$ cat src/rtl/tri_scan_drv_pkg.sv
// Shared constants for the scan ring driver.
package tri_scan_drv_pkg;

    localparam int unsigned StateW = 2;

endpackage

$ cat src/rtl/tri_scan_drv.sv
// Scan ring driver: shifts a parallel word into a serial latch ring while
// collecting the ring's previous contents from its tail.
module tri_scan_drv
    import tri_scan_drv_pkg::*;
#(
    parameter int unsigned WIDTH = 32
) (
    input  logic             nclk,
    input  logic             rst_n,
    input  logic             start,
    input  logic             hold,
    input  logic [0:WIDTH-1] wr_data,
    output logic [0:WIDTH-1] rd_data,
    output logic             busy,
    output logic             done,
    output logic             scan_en,
    output logic             scan_out,
    input  logic             scan_in
);

    localparam int unsigned CntW = (WIDTH > 1) ? $clog2(WIDTH) : 1;
    localparam logic [CntW-1:0] CntMax = CntW'(WIDTH - 1);

    localparam logic [StateW-1:0] StIdle  = 2'd0;
    localparam logic [StateW-1:0] StShift = 2'd1;
    localparam logic [StateW-1:0] StDone  = 2'd2;

    logic [StateW-1:0] state_q, state_d;
    logic [0:WIDTH-1]  sr_q, sr_d;
    logic [0:WIDTH-1]  sr_shift;
    logic [CntW-1:0]   cnt_q, cnt_d;
    logic              in_shift;

    assign in_shift = (state_q == StShift);

    // Tail bit enters at sr[0] so that bit order matches the ring after WIDTH shifts.
    always_comb begin
        sr_shift    = sr_q;
        sr_shift[0] = scan_in;
        for (int unsigned i = 1; i < WIDTH; i++) begin
            sr_shift[i] = sr_q[i-1];
        end
    end

    always_comb begin
        state_d = state_q;
        sr_d    = sr_q;
        cnt_d   = cnt_q;
        case (state_q)
            StIdle: begin
                if (start) begin
                    sr_d    = wr_data;
                    cnt_d   = '0;
                    state_d = StShift;
                end
            end
            StShift: begin
                if (!hold) begin
                    sr_d  = sr_shift;
                    cnt_d = cnt_q + CntW'(1);
                    if (cnt_q == CntMax) begin
                        state_d = StDone;
                    end
                end
            end
            StDone: begin
                state_d = StIdle;
            end
            default: begin
                state_d = StIdle;
            end
        endcase
    end

    always_ff @(posedge nclk or negedge rst_n) begin
        if (!rst_n) begin
            state_q <= StIdle;
            sr_q    <= '0;
            cnt_q   <= '0;
        end else begin
            state_q <= state_d;
            sr_q    <= sr_d;
            cnt_q   <= cnt_d;
        end
    end

    assign busy     = (state_q != StIdle);
    assign done     = (state_q == StDone);
    assign scan_en  = in_shift & ~hold;
    assign scan_out = in_shift & sr_q[WIDTH-1];
    assign rd_data  = sr_q;

endmodule

$ cat config.mk
export PLATFORM = sky130hd
export DESIGN_NAME = tri_scan_drv
export DESIGN_NICKNAME = d
export VERILOG_FILES = /design/src/rtl/tri_scan_drv_pkg.sv /design/src/rtl/tri_scan_drv.sv
export SDC_FILE = /design/constraint.sdc
export NUM_CORES = 1
export LEC_CHECK = 0
export ABC_AREA = 0
export CORE_ASPECT_RATIO = 1.75
export CORE_MARGIN = 10
export CORE_UTILIZATION = 50
export CTS_CLUSTER_SIZE = 30
export DETAILED_ROUTE_END_ITERATION = 12
export GPL_TIMING_DRIVEN = 0
export PLACE_DENSITY = 0.89
export SYNTH_ARGS = -nofsm -noshare
export SYNTH_HDL_FRONTEND = slang
export SYNTH_SLANG_ARGS = --single-unit
$ cat constraint.sdc
create_clock -name nclk -period 3.9 [get_ports nclk]
set_input_delay 0.78 -clock nclk [delete_from_list [all_inputs] [get_ports nclk]]
set_output_delay 0.78 -clock nclk [all_outputs]
set_load 0.05 [all_outputs]
==> out/metrics.csv <==
stage;metric;value;unit
run_status;status;finished clean;
clocking;Post-CTS Resized;0;
worst_setup_path;slowest CP cell;clkdlybuf4s50_1;
clocking;TritonCTS clock tree;done;
power_and_ir_drop;Pwr Total;0.00279;W
synthesis;number of synthesized flops with an enable pin;0;
routing;post-detailed-route wirelength per cell;18.9;um
clocking;Hold-fix buffers, CTS;0;
power_and_ir_drop;internal power;0.00161;W
timing;Hold Vio Cnt, Final;0;
worst_setup_path;crit start category;primary input;
clocking;Max H-tree Level;2;
global_routing;initial antenna violation count;0;
worst_setup_path;WP data required;3.12;ns
cells_and_area;Area Overhead vs Synth;40.1;%
worst_setup_path;Critical Path Most Common Cell;clkdlybuf4s50_1;
worst_setup_path;Crit Path Max Fanout;5;
power_and_ir_drop;clock power share;12.6;%
global_routing;first-pass GRT wire length;8310;um
clocking;Clock Path Buffers;2;
synthesis;Synth Area per Inst;15.6;um^2
power_and_ir_drop;Power Density;890;nW/um^2
floorplanning;chip width;70.5;um
floorplanning;Initial Util;51.2;%
timing;RSZ-0062 raised after global routing;no;
clocking;Post-CTS Repair Setup Buffers;0;
worst_setup_path;WS Path Type;in2out;
synthesis;syn_nets;182;
place;I/O Buffers;72;
clocking;CTS sink cnt;39;
synthesis;most common cell in the synthesized netlist;mux2_4;
cells_and_area;filler cell count;313;
routing;Initial DRT Pass Iterations;4;
routing;initial DRC count;31;
synthesis;Main synth FF type;dfrtp_1;
global_routing;vias in the first global route;1588;
timing;Final Setup Violations;0;
timing;setup_tns;0;ns
synthesis;cell taking the most area after synthesis;dfrtp_1;
timing;max_slew headroom;40.7;%
worst_setup_path;worst path bufs/invs;2;
worst_setup_path;CP arrival;2.57;ns
cells_and_area;share of layout cells above drive strength 1;38.1;%
worst_setup_path;CP Cell Sequence;clkdlybuf4s50_1 > nor3b_1 > clkdlybuf4s50_1;
synthesis;cell count after synthesis;143;
global_routing;met3 usage;5.87;%
power_and_ir_drop;Flop pwr share;26.9;%
timing;Fmax;298;MHz
worst_setup_path;Crit path largest cell delay;0.90;ns
global_routing;largest net degree at the start of global routing;40;
synthesis;Synth Warn #;0;
power_and_ir_drop;combinational power share;60.5;%
cells_and_area;# diodes;0;
worst_setup_path;Crit path max-delay family;buffers and inverters;
global_routing;Congestion Overflow GR;0;
power_and_ir_drop;Switch Pwr;0.00117;W
floorplanning;die area;7650;um^2
global_routing;GR Layer Usage met2;23.5;%
clocking;Root Driver;clkbuf_8;
synthesis;Yosys reg bits;39;
timing;post-layout min period;3.35;ns
power_and_ir_drop;Leak Pwr;1.51;nW
clocking;CTS clk-pin slew, worst paths;0.08;ns
floorplanning;# rows;32;
timing;Worst Max-Slew Pin Slew;0.890;ns
clocking;CTS buffer count;5;
place;post-DP HPWL;3960;um
cells_and_area;register area;976;um^2
worst_hold_path;Hold Crit Class;reg2reg;
worst_setup_path;endpoint type of the worst setup path;primary output;
synthesis;Synth cell types;29;
floorplanning;die height;108;um
floorplanning;Ports;73;
floorplanning;area of the core;4360;um^2
global_routing;global routing's busiest layer;met2;
routing;Post-Route WL;5170;um
place;Placer Congestion;0.751;
timing;Tcrit/Tclk final;86.0;%
cells_and_area;area occupied by multi-input gates;1140;um^2
worst_setup_path;R2R Setup Slk;2.19;ns
timing;clk_skew;0.00529;ns
synthesis;Seq/Total Area, Yosys;43.7;%
synthesis;ranking of synthesized cells by area;dfrtp_1, mux2_4, mux2_2;
routing;Final ANT Viol Nets;0;
synthesis;Synth top cells by count;mux2_4, dfrtp_1, mux2_2;
synthesis;synthesized area;2230;um^2
timing;Max Slew Vio Count;0;
routing;vias per cell;5.15;
routing;vias after detailed routing;1412;
power_and_ir_drop;switching portion of total power;42.1;%
clocking;Worst-Skew Late Latency;0.28;ns
cells_and_area;Final nets;261;
global_routing;total track usage;13.4;%
power_and_ir_drop;Max IR drop VDD;0.000577;V
synthesis;top cell type's share of synthesized area;43.7;%
synthesis;Async SR Flop Fraction;100;%
job;Max-Cap Viols;0;
global_routing;routing usage on met1;14.2;%
routing;DRC;0;
-- power by group through the flow --
stage | logic (W) | clock network, W | registers, W
finish | 0.00169 | 0.000352 | 0.000749
global route | 0.00176 | 0.000377 | 0.000782
CTS | 0.00170 | 0.000359 | 0.000753
detailed placement | 0.00170 | 0 | 0.000756
global placement | 0.00167 | 0 | 0.000746
floorplan | 0.000658 | 0 | 0.00129
-- state kept, by name, summed over array words and instances (netlist names) --
name / count
cnt_q: 5
rd_data: 32
state_q: 2
-- layout make-up --
type	count	area share [%]
plain buffers	8	3.36
clock buffers	6	2.64
clock inverters	2	1.12
inverters	3	0.360
multi-input cells	93	36.5
flip-flops and latches	39	31.2
well taps	51	2.04
repair buffers	72	22.9
-- stage by stage --
step                setup slack (ns)  instance area (um^2)  std cells  util [%]  hold slack, ns
floorplan                       1.04                  2230        143         -           0.468
global placement               0.532                  3020        266      69.2           0.488
detailed placement             0.509                  3010        266      69.1           0.501
CTS                            0.514                  3130        274      71.8           0.512
global route                   0.414                  3130        274      71.8           0.541
finish                         0.546                  3130        274      71.8           0.511
-- routing by layer --
metal	vias to the layer above	wire (um)
li1	664	-
met1	698	2000
met2	46	2700
met3	4	426
met4	0	42
met5	-	0
-- worst register-to-register path: cells and delay by family (launching register included) --
family	cells	cell delay, ns
DFF	1	0.37
and+or+nand+nor	1	0.16
buffers and inverters	2	0.41
muxes	1	0.32
AOI/OAI and AO/OA	1	0.32
-- logic make-up (layout without fill, tap and decap cells) --
logic type,count (synthesis),count (layout),share of synthesized area [%]
adders and majority gates,2,2,1.12
DFF,39,39,43.7
muxes,65,65,42.2
and+or+nand+nor,18,18,5.04
buffers and inverters,11,91,5.21
AOI/OAI and AO/OA,8,8,2.80
-- path summary, 6_finish.rpt --
kind	startpoint	endpoint	depth (start not counted)
min in group asynchronous	rst_n	rd_data[31]	1
worst max-delay path	hold	scan_en	3
max in group asynchronous	rst_n	cnt_q[2]	1
worst min register to register	cnt_q[0]	cnt_q[0]	1
worst min-delay path	cnt_q[0]	cnt_q[0]	1
worst max register to register	state_q[0]	rd_data[19]	5
-- placed cells by master (no fill, tap or decap) --
cell / Yosys / routed
a21oi_1: 1 / 1
a21oi_4: 1 / 1
a22o_1: 1 / 1
a31oi_1: 1 / 1
and2_1: 1 / 1
and3_1: 2 / 2
buf_12: 2 / 2
buf_2: 1 / 2
buf_6: 4 / 4
buf_8: 1 / 1
bufinv_16: 0 / 1
clkbuf_8: 0 / 6
clkdlybuf4s50_1: 0 / 71
clkinv_2: 0 / 1
dfrtp_1: 39 / 39
ha_1: 2 / 2
inv_1: 3 / 3
mux2_1: 1 / 1
mux2_2: 8 / 8
mux2_4: 56 / 56
nand2_1: 3 / 3
nand2b_1: 2 / 2
nand2b_4: 1 / 1
nand3_1: 1 / 1
nand4b_1: 1 / 1
nor2_1: 2 / 2
nor2b_1: 2 / 2
nor2b_2: 1 / 1
nor3b_1: 1 / 1
o21ai_0: 2 / 2
o21bai_1: 1 / 1
o311ai_0: 1 / 1
or2_2: 1 / 1
(Power assumes the default switching activity.)
